==> config.mk <==
export PLATFORM = sky130hd
export DESIGN_NAME = sar_ctrl
export DESIGN_NICKNAME = d
export VERILOG_FILES = /design/src/rtl/sar_pkg.sv /design/src/rtl/sar_sync2.sv /design/src/rtl/sar_ctrl.sv
export SDC_FILE = /design/constraint.sdc
export NUM_CORES = 1
export LEC_CHECK = 0
export CORE_UTILIZATION = 44
export DETAILED_ROUTE_END_ITERATION = 12
export PLACE_DENSITY = 0.73
export RECOVER_POWER = 50
export SLEW_MARGIN = 20
export SYNTH_ARGS = -nofsm -noshare
export SYNTH_HDL_FRONTEND = slang
export SYNTH_SLANG_ARGS = --single-unit
==> constraint.sdc <==
create_clock -name clk_i -period 2.94 [get_ports clk_i]
set_clock_uncertainty 0.1 [all_clocks]
set_input_delay 0.588 -clock clk_i [delete_from_list [all_inputs] [get_ports clk_i]]
set_output_delay 0.588 -clock clk_i [all_outputs]
set_load 0.02 [all_outputs]
==> src/rtl/sar_pkg.sv <==
// Shared types and default parameters for the FRIDA SAR controller.
package sar_pkg;

    typedef enum logic [2:0] {
        IDLE,
        SAMPLE,
        EVAL,
        RECOVER,
        DONE
    } sar_state_e;

    localparam int unsigned NBITS_DEFAULT     = 8;
    localparam int unsigned T_SAMPLE_DEFAULT  = 4;
    localparam int unsigned T_TIMEOUT_DEFAULT = 16;

    // Cycles the comparator pair needs to travel through the synchronizer
    // before it reflects the current comp_clk phase.
    localparam int unsigned SYNC_SETTLE = 2;

endpackage

==> src/rtl/sar_sync2.sv <==
// Two-flop synchronizer for asynchronous comparator decision lines.
module sar_sync2 #(
    parameter int unsigned WIDTH = 1
) (
    input  logic             clk_i,
    input  logic             rst_ni,
    input  logic [WIDTH-1:0] d_i,
    output logic [WIDTH-1:0] q_o
);

    logic [WIDTH-1:0] stage1_q;
    logic [WIDTH-1:0] stage2_q;

    always_ff @(posedge clk_i or negedge rst_ni) begin
        if (!rst_ni) begin
            stage1_q <= '0;
            stage2_q <= '0;
        end else begin
            stage1_q <= d_i;
            stage2_q <= stage1_q;
        end
    end

    assign q_o = stage2_q;

endmodule

==> src/rtl/sar_ctrl.sv <==
// SAR conversion sequencer: samples, clocks the comparator, and resolves the
// DAC trial code MSB-first, reporting the result with a one-cycle done pulse.
module sar_ctrl
    import sar_pkg::*;
#(
    parameter int unsigned NBITS     = NBITS_DEFAULT,
    parameter int unsigned T_SAMPLE  = T_SAMPLE_DEFAULT,
    parameter int unsigned T_TIMEOUT = T_TIMEOUT_DEFAULT
) (
    input  logic             clk_i,
    input  logic             rst_ni,
    input  logic             start_i,
    input  logic             comp_p_i,
    input  logic             comp_n_i,
    output logic             comp_clk_o,
    output logic             sample_o,
    output logic [NBITS-1:0] dac_p_o,
    output logic [NBITS-1:0] dac_n_o,
    output logic             busy_o,
    output logic             done_o,
    output logic [NBITS-1:0] data_o,
    output logic             meta_o
);

    localparam int unsigned CNT_MAX = (T_TIMEOUT > T_SAMPLE) ? T_TIMEOUT : T_SAMPLE;
    localparam int unsigned CNT_W   = $clog2(CNT_MAX + 1);

    localparam logic [CNT_W-1:0] CNT_TIMEOUT    = CNT_W'(T_TIMEOUT);
    localparam logic [CNT_W-1:0] CNT_SAMPLE_END = CNT_W'(T_SAMPLE - 1);
    localparam logic [CNT_W-1:0] CNT_SETTLE     = CNT_W'(SYNC_SETTLE);

    sar_state_e       state_q, state_d;
    logic [CNT_W-1:0] cnt_q, cnt_d;
    logic [NBITS-1:0] code_q, code_d;
    logic [NBITS-1:0] trial_q, trial_d;
    logic             meta_r_q, meta_r_d;
    logic             comp_clk_q, comp_clk_d;
    logic             sample_q, sample_d;
    logic [NBITS-1:0] dac_p_q, dac_p_d;
    logic [NBITS-1:0] dac_n_q;
    logic             busy_q, busy_d;
    logic             done_q, done_d;
    logic [NBITS-1:0] data_q, data_d;
    logic             meta_q, meta_d;

    logic [1:0] comp_sync;
    logic       sp, sn;
    logic       settled, timed_out, resolved, reset_seen;

    sar_sync2 #(
        .WIDTH(2)
    ) u_sync (
        .clk_i (clk_i),
        .rst_ni(rst_ni),
        .d_i   ({comp_p_i, comp_n_i}),
        .q_o   (comp_sync)
    );

    assign sp = comp_sync[1];
    assign sn = comp_sync[0];

    // The pair is trusted only once it reflects the present comp_clk phase.
    assign settled    = (cnt_q >= CNT_SETTLE);
    assign timed_out  = (cnt_q == CNT_TIMEOUT);
    assign resolved   = settled && (sp ^ sn);
    assign reset_seen = settled && !sp && !sn;

    always_comb begin
        state_d  = state_q;
        cnt_d    = cnt_q + CNT_W'(1);
        code_d   = code_q;
        trial_d  = trial_q;
        meta_r_d = meta_r_q;
        data_d   = data_q;
        meta_d   = meta_q;
        done_d   = 1'b0;

        unique case (state_q)
            IDLE: begin
                cnt_d = '0;
                if (start_i) begin
                    state_d             = SAMPLE;
                    code_d              = '0;
                    trial_d             = '0;
                    trial_d[NBITS-1]    = 1'b1;
                    meta_r_d            = 1'b0;
                end
            end
            SAMPLE: begin
                if (cnt_q == CNT_SAMPLE_END) begin
                    state_d = EVAL;
                    cnt_d   = '0;
                end
            end
            EVAL: begin
                if (resolved) begin
                    state_d = RECOVER;
                    cnt_d   = '0;
                    if (sp) begin
                        code_d = code_q | trial_q;
                    end
                end else if (timed_out) begin
                    state_d  = RECOVER;
                    cnt_d    = '0;
                    meta_r_d = 1'b1;
                end
            end
            RECOVER: begin
                if (reset_seen || timed_out) begin
                    cnt_d = '0;
                    if (!reset_seen) begin
                        meta_r_d = 1'b1;
                    end
                    if (trial_q[0]) begin
                        state_d = DONE;
                        data_d  = code_q;
                        meta_d  = meta_r_d;
                        done_d  = 1'b1;
                    end else begin
                        state_d = EVAL;
                        trial_d = trial_q >> 1;
                    end
                end
            end
            DONE: begin
                state_d = IDLE;
                cnt_d   = '0;
                code_d  = '0;
                trial_d = '0;
            end
            default: begin
                state_d = IDLE;
                cnt_d   = '0;
            end
        endcase

        busy_d     = (state_d != IDLE);
        sample_d   = (state_d == SAMPLE);
        comp_clk_d = (state_d == EVAL);
        dac_p_d    = (state_d inside {SAMPLE, EVAL, RECOVER}) ? (code_d | trial_d) : code_d;
    end

    always_ff @(posedge clk_i or negedge rst_ni) begin
        if (!rst_ni) begin
            state_q    <= IDLE;
            cnt_q      <= '0;
            code_q     <= '0;
            trial_q    <= '0;
            meta_r_q   <= 1'b0;
            comp_clk_q <= 1'b0;
            sample_q   <= 1'b0;
            dac_p_q    <= '0;
            dac_n_q    <= '1;
            busy_q     <= 1'b0;
            done_q     <= 1'b0;
            data_q     <= '0;
            meta_q     <= 1'b0;
        end else begin
            state_q    <= state_d;
            cnt_q      <= cnt_d;
            code_q     <= code_d;
            trial_q    <= trial_d;
            meta_r_q   <= meta_r_d;
            comp_clk_q <= comp_clk_d;
            sample_q   <= sample_d;
            dac_p_q    <= dac_p_d;
            dac_n_q    <= ~dac_p_d;
            busy_q     <= busy_d;
            done_q     <= done_d;
            data_q     <= data_d;
            meta_q     <= meta_d;
        end
    end

    assign comp_clk_o = comp_clk_q;
    assign sample_o   = sample_q;
    assign dac_p_o    = dac_p_q;
    assign dac_n_o    = dac_n_q;
    assign busy_o     = busy_q;
    assign done_o     = done_q;
    assign data_o     = data_q;
    assign meta_o     = meta_q;

endmodule
=== After elaboration in Yosys (flattened, before gate mapping) ===
Index checks and enable logic that the tools add are counted.

* Bits in registers: 58

* Add/subtract/negate cells: 1
* Order comparisons: 1
* Equal/unequal tests: 13
* Multiplexer cells: 30
* Bitwise gates (word level): 4
* Reduce and logical (&&, ||, !) cells: 12

{| class="wikitable"
|+ Operator list
! kind !! number
|-
| 2-to-1 mux 8 bit || 7
|-
| case mux 8 bit (3 select lines) || 2
|-
| 2-to-1 mux 5 bit || 4
|-
| 2-to-1 mux 3 bit || 6
|-
| OR 8 bit || 2
|-
| case mux 5 bit (3 select lines) || 1
|-
| == test 3 x 2 -> 1 bit, second input constant || 4
|-
| case mux 3 bit (4 select lines) || 1
|-
| nonzero test 3 bit || 3
|-
| 2-to-1 mux 1 bit || 8
|-
| != test 2 bit, second input constant || 4
|-
| NOT 8 bit || 1
|-
| == test 3 x 1 -> 1 bit, second input constant || 2
|-
| adder 5 x 1 -> 5 bit, second input constant || 1
|-
| == test 5 x 2 -> 1 bit, second input constant || 1
|-
| == test 5 bit, second input constant || 1
|-
| >= comparator 5 x 2 -> 1 bit, second input constant || 1
|-
| AND reduction 5 bit || 1
|-
| == test 3 bit, second input constant || 1
|-
| logical AND 1 bit || 3
|-
| logical NOT 3 bit || 1
|-
| case mux 1 bit (3 select lines) || 1
|-
| AND reduction 3 bit || 1
|-
| logical NOT 1 bit || 2
|-
| 2 further kinds || 2
|}

=== Longest topological paths before layout ===
Gate-level depths: netlist of the first run.

* Word-level depth: 10
* Mapped depth: 9

=== Hierarchy ===
A second synthesis of the first run with hierarchy kept.

* Cells, all modules: 180
* Area, all modules: 2392.3 um^2

{| class="wikitable"
|+ By module, submodules not included
! module !! times used !! cells an instance !! area an instance (um^2)
|-
| sar_ctrl || 1 || 176 || 2292.2
|-
| sar_sync2 || 1 || 4 || 100.1
|}

=== Worst setup path before layout of the first run ===
OpenSTA, ideal clock, no wires.

* Path kind: reg-to-reg
* From: register cnt_q[0]
* To: register dac_p_q[1] (netlist: dac_p_o[1])
* Library setup time: 118 ps
* Arrival time: 1958 ps
* Setup slack: 764 ps
* Cell stages (with the launch flop): 10
* Path buffers: 2
* Period minus slack after synthesis: 2176 ps
* Cell sequence: dfrtp_1 > inv_1 > ha_1 > nor2_1 > a211o_1 > buf_6 > a2111o_1 > buf_6 > mux2i_2 > a21o_1

{| class="wikitable"
|+ RTL lines
! element !! RTL line !! text
|-
| start, declared || sar_ctrl.sv:33 || <nowiki>logic [CNT_W-1:0] cnt_q, cnt_d;</nowiki>
|-
| start signal, assigned || sar_ctrl.sv:160 || <nowiki>cnt_q <= cnt_d;</nowiki>
|-
| >= comparator 5 x 2 -> 1 bit || sar_ctrl.sv:63 || <nowiki>assign settled = (cnt_q >= CNT_SETTLE);</nowiki>
|-
| logical AND 1 bit (2 in series) || sar_ctrl.sv:66 || <nowiki>assign reset_seen = settled && !sp && !sn;</nowiki>
|-
| logical OR 1 bit * || sar_ctrl.sv:109 || <nowiki>if (reset_seen || timed_out) begin</nowiki>
|-
| 2-to-1 mux 8 bit * || sar_ctrl.sv:109 ||
|-
| case mux 8 bit (3 select lines) * || sar_ctrl.sv:78 || <nowiki>unique case (state_q)</nowiki>
|-
| via trial_d[1] || sar_ctrl.sv:35 || <nowiki>logic [NBITS-1:0] trial_q, trial_d;</nowiki>
|-
| OR 8 bit * || sar_ctrl.sv:140 || <nowiki>dac_p_d = (state_d inside {SAMPLE, EVAL, RECOVER}) ? (code_d | trial_d) : code_d;</nowiki>
|-
| 2-to-1 mux 8 bit * || sar_ctrl.sv:140 ||
|-
| via dac_p_d[1] || sar_ctrl.sv:39 || <nowiki>logic [NBITS-1:0] dac_p_q, dac_p_d;</nowiki>
|-
| end signal, assigned || sar_ctrl.sv:166 || <nowiki>dac_p_q <= dac_p_d;</nowiki>
|-
| end, declared || sar_ctrl.sv:39 ||
|}

Mark *: on every way through the listed nets, which the timed path passes. The rest lies on a longest branch.
A chain may end at the register's enable or synchronous reset.

=== Worst setup path in the final report of the first run ===
* From: register cnt_q[0]
* To: register dac_p_q[3] (netlist: dac_p_o[3])

Same word-level chain as after synthesis.

==> impl_summary.txt, run 1 <==
----------------------------------------------------
[Global routing]
  Total track usage ... 0.1735
  Via count of the first global-routing pass ... 1415
  Overflow left after global routing ... 0
  Maximum number of pins on one net before global-route repair ... 24
  Initial antenna violation count ... 0
  Wire length of the first global-routing pass ... 6837 um

[Final layout]
  Share of post-route cells with drive strength above 1 ... 0.1775
  N_diodes ... 0
  Area growth syn-to-layout ... 25.12%
  Net total in the final layout ... 234
  Sequential Area ... 0.001461 mm^2
  Final Non-Filler Cells ... 301
  Count of fill cells added during filler insertion ... 456
  Area occupied by multi-input gates ... 804.5 um^2

[Timing]
  Final count of hold timing violations ... 0
  Final Setup Violations ... 0
  Total count of max-transition violations in the final report ... 0
  Clock period minus final worst setup slack ... 2.409 ns
  Unrepaired setup endpoints after global routing ... no
  Ratio of final minimum period to clock period ... 0.8193
  Post-Route Setup TNS ... 0 ns
  Transition time at the pin with the least slew margin ... 1.223 ns
  Rel. slew slack ... 0.1845
  Maximum operating frequency ... 0.4151 GHz

[Placed design]
  Port bufs ... 33
  Cell count after placement ... 285
  Half-perimeter wire length of the detailed placement result ... 2872 um
  Routability cong. ... 0.8303

[Floorplanning]
  Die Span Y ... 75.10 um
  Initial core utilization ... 0.4574
  Die Outline Area ... 0.005639 mm^2
  Core box area ... 0.005140 mm^2
  Die Span X ... 75.10 um
  Top Ports ... 34
  Num rows ... 26

[Outcome]
  Result of the run ... completed

[Synthesis]
  Cell Area, Synth ... 0.002351 mm^2
  Number of flops mapped to enable cells by yosys ... 0
  Mapped Avg Cell Area ... 12.71 um^2
  Share of flip-flops with an asynchronous set or reset ... 1.000
  Top post-synthesis cells by area ... dfrtp_1, dfstp_2, a21oi_1, mux2i_2, a22o_1
  Top cells by count, synth ... dfrtp_1, a21oi_1, nand2_1
  Part of the Yosys area used for sequential elements ... 0.6216
  Number of synthesized register bits ... 58
  Number of cells produced by synthesis ... 185
  Unique masters post-synth ... 38
  Cell type with the highest aggregate area in the netlist ... dfrtp_1
  Most frequent cell after synthesis ... dfrtp_1
  Top cell type's share of synthesized area ... 0.5322
  Top FF cell, synth ... dfrtp_1
  Synthesis Warnings ... 0
  Synth Net Count ... 193

[Clocking]
  Number of buffers added by the clock tree synthesis step ... 9
  Buffers inserted during post-CTS setup optimization ... 0
  CTS Hold Bufs ... 0
  Number of sinks on the clock net ... 58
  Clock Pin Slew Worst Setup and Hold Paths ... 0.07 ns
  Gates resized, CTS repair ... 0
  Clock latency on the worst-skew pair ... 0.33 ns
  CTS tree ... yes
  Maximum level of the CTS H-tree ... 3
  Number of buffers on the longest clock path ... 2
  Root Buffer Master ... clkbuf_8

[Worst setup path]
  Critical path required time ... 3.07 ns
  Biggest fanout along the worst timing path ... 9
  Worst Setup End Kind ... register
  R2R Setup Slk ... 0.53 ns
  Critical Path Source ... cnt_q[0]$_DFF_PN0_
  Arrival time reported for the critical path endpoint ... 2.54 ns
  Critical Setup Path Class ... reg -> reg
  Worst setup path endpoint ... dac_p_o[3]$_DFF_PN0_
  Crit Reg-Reg Endpoint ... dac_p_o[3]$_DFF_PN0_
  Launching element type of the critical path ... register
  Worst R2R Path Depth ... 7
  Launching point of the worst reg2reg path ... cnt_q[0]$_DFF_PN0_

[Power]
  Highest ir drop seen on vdd ... 0.5162 mV
  Overall power after layout ... 0.003180 W
  Pleak ... 1.326 nW
  Pwr Density ... 1081 mW/mm^2

[Routing]
  Post-route ant nets ... 0
  1st-iter DRT viols ... 109
  DRC violation count after routing ... 0
  Avg WL per Cell ... 13.95 um
  Drt first pass iters ... 4
  Routed vias ... 1521
  Total routed wirelength ... 4198 um
  Post-detailed-route via-to-cell ratio ... 5.053

[Flow run]
  Reported max-cap violation count ... 0

[Min path]
  Worst hold-check path type ... in -> async

----------------------------------------------------
## kinds of logic (layout without fill, tap and decap cells)
family,count (synthesis),in the layout,synth area share
multiplexers,14,14,0.07344
AND/OR/NAND/NOR,39,39,0.08675
adder cells (fa/ha/maj),3,3,0.01597
AO/OA/AOI/OAI,49,49,0.1511
flip-flops,58,58,0.6216
buffers and inverters,18,64,0.03619
XOR/XNOR,4,4,0.01490
## per-stage QoR
stage | hold WS, ns | instance area [um^2] | utilization | worst slack, ns
5_1_grt | 0.2577 | 2942 | 0.5723 | 0.3820
3_5_place_dp | 0.2395 | 2758 | 0.5365 | 0.5296
3_3_place_gp | 0.2358 | 2758 | 0.5365 | 0.5625
4_1_cts | 0.05368 | 2950 | 0.5740 | 0.5268
2_1_floorplan | 0.1924 | 2351 | - | 0.7636
6_report | 0.2287 | 2942 | 0.5723 | 0.5311
## registers in the layout, summed over array words and instances (netlist names), 2 cells and up
register,cells
u_sync.q_o,2
code_q,8
state_q,3
trial_q,8
u_sync.stage1_q,2
cnt_q,5
data_o,8
dac_p_o,8
dac_n_o,8
## worst max-delay path, stage by stage, from the launching register on
cell and delay, ns:
dfrtp_1 0.40, inv_1 0.09, ha_1 0.14, nor2_1 0.06
a211o_1 0.41, a2111o_1 0.66, mux2i_2 0.25, a21o_1 0.20
## metal layers
layer | part of all wire | up-vias | GRT usage
li1 | - | 744 | -
met1 | 0.49 | 736 | 0.2412
met2 | 0.45 | 36 | 0.2372
met3 | 0.045 | 5 | 0.07363
met4 | 0.017 | 0 | 0.07547
met5 | 0 | - | 0
## cell usage in the layout (no fill, tap or decap), types with 3 or more instances in the layout
cell	instances
clkbuf_1	3
mux2_2	4
clkdlybuf4s50_1	30
buf_4	4
nor2_1	7
mux2_1	4
ha_1	3
a21oi_1	19
clkinv_2	3
a21o_1	9
nor3_1	6
a22o_1	8
nand2_1	10
clkbuf_8	9
dfrtp_1	50
nand3_1	5
dfstp_2	8
nor3b_1	3
inv_1	9
mux2i_2	6
## where the power goes
group	total (W)	internal (W)	switching (W)
Combinational	0.00120	0.000566	0.000633
Clock	0.000706	0.000389	0.000317
Sequential	0.00128	0.00110	0.000174
## layout make-up
type,count,share of cell area
Clock inverter,7,0.02339
Tap cell,70,0.02977
Timing Repair Buffer,39,0.1229
Multi-Input combinational cell,109,0.2735
Clock buffer,9,0.04211
Sequential cell,58,0.4968
Inverter,9,0.01148
## worst min-delay path by stage
stage,from,end,cells past startpoint
final,rst_ni,state_q[2]$_DFF_PN0_,1
after global routing,u_sync.stage1_q[1]$_DFF_PN0_,u_sync.q_o[1]$_DFF_PN0_,0
after CTS,rst_ni,state_q[2]$_DFF_PN0_,1
after detailed placement,u_sync.stage1_q[1]$_DFF_PN0_,u_sync.q_o[1]$_DFF_PN0_,0
after global placement,u_sync.stage1_q[1]$_DFF_PN0_,u_sync.q_o[1]$_DFF_PN0_,0
after floorplan,rst_ni,busy_o$_DFF_PN0_,0
(Power assumes the default switching activity.)
==> inputs of run 2 (changes only) <==
Clock period 2.94 ns to 2.4 ns, I/O delays scaled along.
==> impl_summary.txt, run 2 (synthesized netlist as in run 1, its figures left out) <==
----------------------------------------------------
[Floorplanning]
  Core box area ... 0.005140 mm^2 (unchanged)
  Top Ports ... 34 (unchanged)
  Num rows ... 26 (unchanged)
  Initial core utilization ... 0.4574 (unchanged)
  Die Outline Area ... 0.005639 mm^2 (unchanged)
  Die Span X ... 75.10 um (unchanged)
  Die Span Y ... 75.10 um (unchanged)

[Routing]
  Drt first pass iters ... 4 (unchanged)
  Wire length on met2 ... 2170 um (+16%)
  Met3 WL ... 241 um (+29%)
  DRC violation count after routing ... 0 (unchanged)
  Avg WL per Cell ... 14.64 um (+5.0%)
  Post-route ant nets ... 0 (unchanged)
  Total routed wirelength ... 4510 um (+7.4%)
  Uppermost signal routing layer after detailed routing ... met4
  Met1 routed wirelength after detailed routing ... 1983 um (-3.9%)
  Routed vias ... 1599 (+5.1%)
  1st-iter DRT viols ... 113 (+3.7%)
  Post-detailed-route via-to-cell ratio ... 5.192 (+2.7%)

[Timing]
  Final count of hold timing violations ... 0 (unchanged)
  Final Setup Violations ... 0 (unchanged)
  Total count of max-transition violations in the final report ... 0 (unchanged)
  Transition time at the pin with the least slew margin ... 0.9587 ns (-0.2645 ns)
  Unrepaired setup endpoints after global routing ... no
  Rel. slew slack ... 0.3609 (+0.1763)
  Clock period minus final worst setup slack ... 2.240 ns (-0.1689 ns)
  Post-Route Setup TNS ... 0 ns (unchanged)
  Ratio of final minimum period to clock period ... 0.9333 (+0.1140)
  Maximum operating frequency ... 0.4464 GHz (+7.5%)

[Clocking]
  Root Buffer Master ... clkbuf_8
  Number of buffers on the longest clock path ... 2 (unchanged)
  Maximum level of the CTS H-tree ... 3 (unchanged)
  Clock Pin Slew Worst Setup and Hold Paths ... 0.06 ns (about the same)
  Number of buffers added by the clock tree synthesis step ... 9 (unchanged)
  Number of sinks on the clock net ... 58 (unchanged)
  Gates resized, CTS repair ... 0 (unchanged)
  CTS tree ... yes
  Clock latency on the worst-skew pair ... 0.34 ns (about the same)

[Global routing]
  Overflow left after global routing ... 0 (unchanged)
  Wire length of the first global-routing pass ... 7362 um (+7.7%)
  Maximum number of pins on one net before global-route repair ... 24 (unchanged)
  Via count of the first global-routing pass ... 1505 (+6.4%)
  Total track usage ... 0.1880 (+0.01448)
  Initial antenna violation count ... 0 (unchanged)

[Power]
  Highest ir drop seen on vdd ... 0.6540 mV (+27%)
  Pwr Density ... 1362 mW/mm^2 (+26%)
  Overall power after layout ... 0.004147 W (+30%)
  Pleak ... 1.383 nW (+4.3%)

[Placed design]
  Port bufs ... 33 (unchanged)
  Half-perimeter wire length of the detailed placement result ... 3074 um (+7.0%)
  Routability cong. ... 0.8947 (+7.8%)

[Worst setup path]
  Critical path required time ... 2.53 ns (-0.54 ns)
  Worst Setup End Kind ... register
  Critical Setup Path Class ... reg -> reg
  Biggest fanout along the worst timing path ... 5 (-4)
  Arrival time reported for the critical path endpoint ... 2.37 ns (-0.17 ns)
  R2R Setup Slk ... 0.16 ns (-0.37 ns)
  Launching element type of the critical path ... register

[Final layout]
  Share of post-route cells with drive strength above 1 ... 0.1933 (+0.01579)
  Sequential Area ... 0.001461 mm^2 (unchanged)
  Area occupied by multi-input gates ... 799.5 um^2 (-0.62%)
  N_diodes ... 0 (unchanged)
  Most frequent standard cell in the layout excluding fill and tap cells ... dfrtp_1
  Most used cells in the layout excluding fill and tap cells ... dfrtp_1, clkdlybuf4s50_1, a21oi_1
  Net total in the final layout ... 241 (+3.0%)
  Count of fill cells added during filler insertion ... 457 (+0.22%)
  Area growth syn-to-layout ... 29.48%

[Outcome]
  Result of the run ... completed

[Min path]
  Worst hold-check path type ... reg -> reg

[Flow run]
  Reported max-cap violation count ... 0 (unchanged)

----------------------------------------------------
-- run 2: changes by cell type in the layout (fill, tap and decap cells not counted), sizes merged, moves of 2 or more --
cell | previous run | this run
buf | 4 | 8
dlygate4sd3 | 2 | 4
clkinv | 3 | 1
clkbuf | 12 | 17
-- run 2: report_power, final --
part           total, W  leakage (nW)  switching (W)  internal (W)
Clock           0.00104         0.119       0.000373      0.000667
Combinational   0.00154         0.532       0.000811      0.000733
Sequential      0.00156         0.732       0.000214       0.00135
Total           0.00415          1.38        0.00140       0.00275
-- run 2: worst paths after layout --
check / to / depth (start not counted) / start
worst max-delay path: dac_p_o[1]$_DFF_PN0_ / 8 / cnt_q[0]$_DFF_PN0_
worst min-delay path: u_sync.q_o[0]$_DFF_PN0_ / 0 / u_sync.stage1_q[0]$_DFF_PN0_
worst max register to register: dac_p_o[1]$_DFF_PN0_ / 8 / cnt_q[0]$_DFF_PN0_
worst min register to register: u_sync.q_o[0]$_DFF_PN0_ / 0 / u_sync.stage1_q[0]$_DFF_PN0_
max in group asynchronous: dac_n_o[1]$_DFF_PN1_ / 3 / rst_ni
min in group asynchronous: cnt_q[2]$_DFF_PN0_ / 2 / rst_ni
-- run 2: cell type report --
| cell class | instances | share of cell area |
|---|---|---|
| multi-input combinational | 109 | 0.2626 |
| inverter | 9 | 0.01110 |
| sequential | 58 | 0.4801 |
| tap | 70 | 0.02877 |
| clock buffer | 12 | 0.05425 |
| clock inverter | 4 | 0.02384 |
| timing repair buffer | 46 | 0.1393 |
-- run 2: critical path: stages, from the launching register on --
cell and delay [ns]:
dfrtp_1 0.40, inv_1 0.09, ha_1 0.15, nor2_1 0.06
a211o_1 0.35, a2111o_1 0.45, buf_4 0.17, mux2i_2 0.16
a21o_1 0.19
-- run 2: stage by stage --
stage / setup WS (ns) / util / hold slack (ns) / instances / area, um^2
after floorplan: 0.2236 / - / 0.08441 / 185 / 2351
after global placement: 0.1643 / 0.5463 / 0.2367 / 290 / 2808
after detailed placement: 0.1079 / 0.5463 / 0.2363 / 290 / 2808
after CTS: 0.1176 / 0.5945 / 0.2489 / 307 / 3055
after global routing: 0.01286 / 0.5923 / 0.2499 / 308 / 3044
final: 0.1600 / 0.5923 / 0.2475 / 308 / 3044
-- run 2: timing repair --
item                                   CTS  global route
buffers inserted                         0             1
endpoints found under the hold margin   15             0
hold buffers                             1             0
setup endpoints to repair                0            13
-- run 2: per-layer routing --
| layer | global-route usage | vias up |
|---|---|---|
| met5 | 0 | - |
| met4 | 0.1153 | 0 |
| met3 | 0.05622 | 9 |
| met2 | 0.2713 | 47 |
| met1 | 0.2504 | 787 |
| li1 | - | 756 |
==> inputs of run 3 (changes only) <==
Settings changed: CAP_MARGIN set to 10, CTS_CLUSTER_SIZE set to 28.
==> results of run 3 <==
No change in the layout: final DEF, timing and power equal those of run 2.
==> RTL change 1, RTL diff (config.mk and constraints of run 2) <==
Add an input register stage for `start_i`, `comp_p_i` and `comp_n_i`; this delays them by one clock.
--- a/src/rtl/sar_ctrl.sv
+++ b/src/rtl/sar_ctrl.sv
@@ -30,4 +30,14 @@
     localparam logic [CNT_W-1:0] CNT_SETTLE     = CNT_W'(SYNC_SETTLE);
 
+    logic start_q;
+    logic comp_p_q;
+    logic comp_n_q;
+
+    always_ff @(posedge clk_i) begin
+        start_q  <= start_i;
+        comp_p_q <= comp_p_i;
+        comp_n_q <= comp_n_i;
+    end
+
     sar_state_e       state_q, state_d;
     logic [CNT_W-1:0] cnt_q, cnt_d;
@@ -53,5 +63,5 @@
         .clk_i (clk_i),
         .rst_ni(rst_ni),
-        .d_i   ({comp_p_i, comp_n_i}),
+        .d_i   ({comp_p_q, comp_n_q}),
         .q_o   (comp_sync)
     );
@@ -79,5 +89,5 @@
             IDLE: begin
                 cnt_d = '0;
-                if (start_i) begin
+                if (start_q) begin
                     state_d             = SAMPLE;
                     code_d              = '0;
Behaviour: not the same (Yosys sat finds a counterexample within 4 cycles, from zero or initial values and one cycle with rst_ni low).
==> RTL change 1 against run 2 <==
Sequential cell count grew 3. Cell area grew 1.8%. Area after synthesis grew 2.6%. Routed wire length shrank 5.8%. Sequential share of layout area grew 1.1 points. Setup slack lost 0.038 ns. Total power shrank 15%. Die area grew 2.5%. Maximum frequency shrank 1.7%. Via count is essentially flat. Highest routed layer unchanged.
==> RTL change 1: results (changes against run 2) <==
| Metric | Value |
|---|---|
| Tot GR Track Use | 17.1% (was 18.8%) |
| Routed len/inst | 13.7 um (was 14.6 um) |
| DRT met1 WL | 1970 um (was 1980 um) |
| GPL Wtd Cong | 0.812 (was 0.895) |
| Slew margin rel. | 29.9% (was 36.1%) |
| FFs w/ async S/R, synth | 95.1% (was 100%) |
| Multi-input combinational area share | 26.1% (was 26.3%) |
| Post-synthesis adder-cell area fraction | 1.56% (was 1.60%) |
| Routed WL | 4250 um (was 4510 um) |
| Multi-input logic area | 808 um^2 (was 800 um^2) |
| Status | completed (unchanged) |
| CP Data Arrival Time | 2.40 ns (was 2.37 ns) |
| Min Hold Slack | 0.227 ns (was 0.248 ns) |
| Worst-path fanout max | 7 (was 5) |
| Dpl cell area | 2850 um^2 (was 2810 um^2) |
| First-pass GRT wire length | 7380 um (was 7360 um) |
| GR Util met1 | 22.5% (was 25.0%) |
| Sequential share of the synthesized area | 63.1% (was 62.2%) |
| Leakage | 1.42 nW (was 1.38 nW) |
| DRT Pass-1 Iters | 5 (was 4) |
| Mux contribution to synthesized area | 7.16% (was 7.34%) |
| Xor/xnor share of the synthesized area | 1.45% (was 1.49%) |
| DRT iter0 DRCs | 110 (was 113) |
| Register bit total from synthesis | 61 (was 58) |
| WL met2 | 1970 um (was 2170 um) |
| HP Start | comp_n_q (was u_sync.stage1_q[0]) |
| R2R Setup Slk | 0.12 ns (was 0.16 ns) |
| Layout cells sized above 1 | 18.7% (was 19.3%) |
| Wire length on met3 | 254 um (was 241 um) |
| Global Route met3 Usage | 6.23% (was 5.62%) |
| Met2 Use GR | 24.8% (was 27.1%) |
| Library cells used by synthesis | 39 (was 38) |
| Worst path top cell family by delay | compound AO/OA/AOI/OAI gates (unchanged) |
| Comb pwr | 1.09 mW (was 1.54 mW) |
| Fmax | 439 MHz (was 446 MHz) |
| Clock network area share | 7.31% (was 7.81%) |
| Largest net degree at the start of global routing | 30 (was 24) |
| Clock power share | 28.9% (was 25.1%) |
| Combinational Power Share | 31.0% (was 37.2%) |
| Mapped Avg Cell Area | 12.8 um^2 (was 12.7 um^2) |
| Max incr delay on CP | 0.46 ns |
| Number of global-route vias before repair | 1487 (was 1505) |
| Fillers | 435 (was 457) |
| Signal buffers share of area | 13.6% (was 13.9%) |
| VDD IR max | 0.667 mV (was 0.654 mV) |
| Post-Place Worst Slack | -0.0464 ns (was 0.108 ns) |
| # clk buffers | 13 (was 12) |
| Worst hold endpoint | u_sync.stage1_q[0] (was u_sync.q_o[0]) |
| Sequential share of cell area | 49.1% (was 48.0%) |
| # nets final | 244 (was 241) |
| Mapped Nets | 196 (was 193) |
| DP Wirelength | 2810 um (was 3070 um) |
| Synth area leaders | dfrtp_1 52%, dfstp_2 8.7%, a21oi_1 3.9% (was dfrtp_1 53%, dfstp_2 8.9%, a21oi_1 4.0%) |
| Placed Instances | 292 (was 290) |
| Synth Area in Compound Gates | 14.7% (was 15.1%) |
[RTL change 1: cell count changes in the layout (fill, tap and decap cells not counted), sizes merged]
| cell | before | now |
|---|---|---|
| buf | 8 | 7 |
| dfxtp | 0 | 3 |
| clkinv | 1 | 0 |
| clkbuf | 17 | 19 |
| dlygate4sd3 | 4 | 9 |
| clkdlybuf4s50 | 29 | 24 |
[RTL change 1: repair_timing]
action	CTS	global route
pin swaps	1	0
buffers inserted	2	0
hold endpoints to repair	3	0
resized for setup	0	1
endpoints found under the setup margin	17	1
hold buffers	1	0
[RTL change 1: worst register-to-register path, stage by stage (launching register included)]
cell and delay (ns):
dfrtp_1 0.40, inv_1 0.09, ha_1 0.15, nor2_1 0.07, a211o_1 0.38, a2111o_1 0.46, buf_4 0.17, mux2i_2 0.17
a21o_1 0.19
==> RTL change 2, RTL diff (settings of run 2) <==
Made on the original files. `T_SAMPLE_DEFAULT`: 4 -> 2.
--- a/src/rtl/sar_pkg.sv
+++ b/src/rtl/sar_pkg.sv
@@ -11,5 +11,5 @@
 
     localparam int unsigned NBITS_DEFAULT     = 8;
-    localparam int unsigned T_SAMPLE_DEFAULT  = 4;
+    localparam int unsigned T_SAMPLE_DEFAULT  = 2;
     localparam int unsigned T_TIMEOUT_DEFAULT = 16;
 
Behaviour: not the same (a bounded check fails within 4 cycles, from zero or initial values and one cycle with rst_ni low).
==> RTL change 2 against run 2 <==
Cell area is 0.21% higher. Sequential cell count stayed put. Largest cell class unchanged. Routed wire length is 9.2% lower. Setup slack better by 0.0036 ns. Total power is 2.8% lower. Hold slack hardly changed. Area after synthesis is 2.3% higher. Maximum frequency is 0.16% higher.
==> RTL change 2: results (changes against run 2) <==
| Metric | Value |
|---|---|
| Status | completed (unchanged) |
| Mapped Nets | 196 (was 193) |
| DRT Pass-1 Iters | 6 (was 4) |
| FF-to-FF path depth | 7 (was 8) |
| VDD IR max | 0.616 mV (was 0.654 mV) |
| Worst Max-Slew Pin Slew | 1.34 ns (was 0.959 ns) |
| Top post-synthesis cells by count | 50 x dfrtp_1, 15 x a21oi_1, 13 x inv_1 (was 50 x dfrtp_1, 19 x a21oi_1, 10 x nand2_1) |
| Multi-input combinational area share | 27.9% (was 26.3%) |
| Number of global-route vias before repair | 1477 (was 1505) |
| Critical-path top delay cell | o211ai_4 (was a2111o_1) |
| GR Util met1 | 22.9% (was 25.0%) |
| Multi-input logic cell count | 108 (was 109) |
| Worst-path fanout max | 16 (was 5) |
| Fillers | 420 (was 457) |
| Placed Instances | 287 (was 290) |
| Largest net degree at the start of global routing | 59 (was 24) |
| Tot GR Track Use | 16.3% (was 18.8%) |
| Signal buffers share of area | 12.2% (was 13.9%) |
| DRT iter0 DRCs | 66 (was 113) |
| Post-DR vias/cell | 4.97 (was 5.19) |
| Sequential share of cell area | 47.9% (was 48.0%) |
| Dpl cell area | 2820 um^2 (was 2810 um^2) |
| Post-Place Worst Slack | 0.0639 ns (was 0.108 ns) |
| DP Wirelength | 2680 um (was 3070 um) |
| CP Data Arrival Time | 2.40 ns (was 2.37 ns) |
| Leakage | 1.44 nW (was 1.38 nW) |
| Pwr dens | 1320 nW/um^2 (was 1360 nW/um^2) |
| Library cells used by synthesis | 40 (was 38) |
| Non-Clock Buffer Count | 38 (was 46) |
| Layout cells sized above 1 | 18.9% (was 19.3%) |
| Clock network area share | 7.51% (was 7.81%) |
| First-pass GRT wire length | 7250 um (was 7360 um) |
==> RTL change 2: cell types whose count changed after synthesis, moves of 2 or more <==
cell and delta:
a21oi_1 -4, inv_1 +4, mux2i_2 -3, mux2i_4 +3, nor3_1 -3, nor3b_1 -3, o21ai_0 +3, clkbuf_1 -2
mux2_1 +2, o211ai_1 -2
==> RTL change 2: power by group through the flow <==
stage	Combinational [mW]	Sequential, mW	Clock, mW
6_report	1.51	1.51	1.01
5_1_grt	1.65	1.56	1.07
4_1_cts	1.51	1.52	1.03
3_5_place_dp	1.50	1.53	0
3_3_place_gp	1.48	1.52	0
2_1_floorplan	0.899	1.64	0
==> RTL change 2: logic make-up (layout without fill, tap and decap cells) <==
family,Yosys count,count (layout),synth area share [%]
AO/OA/AOI/OAI,46,46,13.9
XOR/XNOR,4,4,1.46
adder cells (fa/ha/maj),4,4,2.08
buffers and inverters,21,67,4.06
flip-flops,58,58,60.8
multiplexers,15,15,8.74
AND/OR/NAND/NOR,39,39,9.00
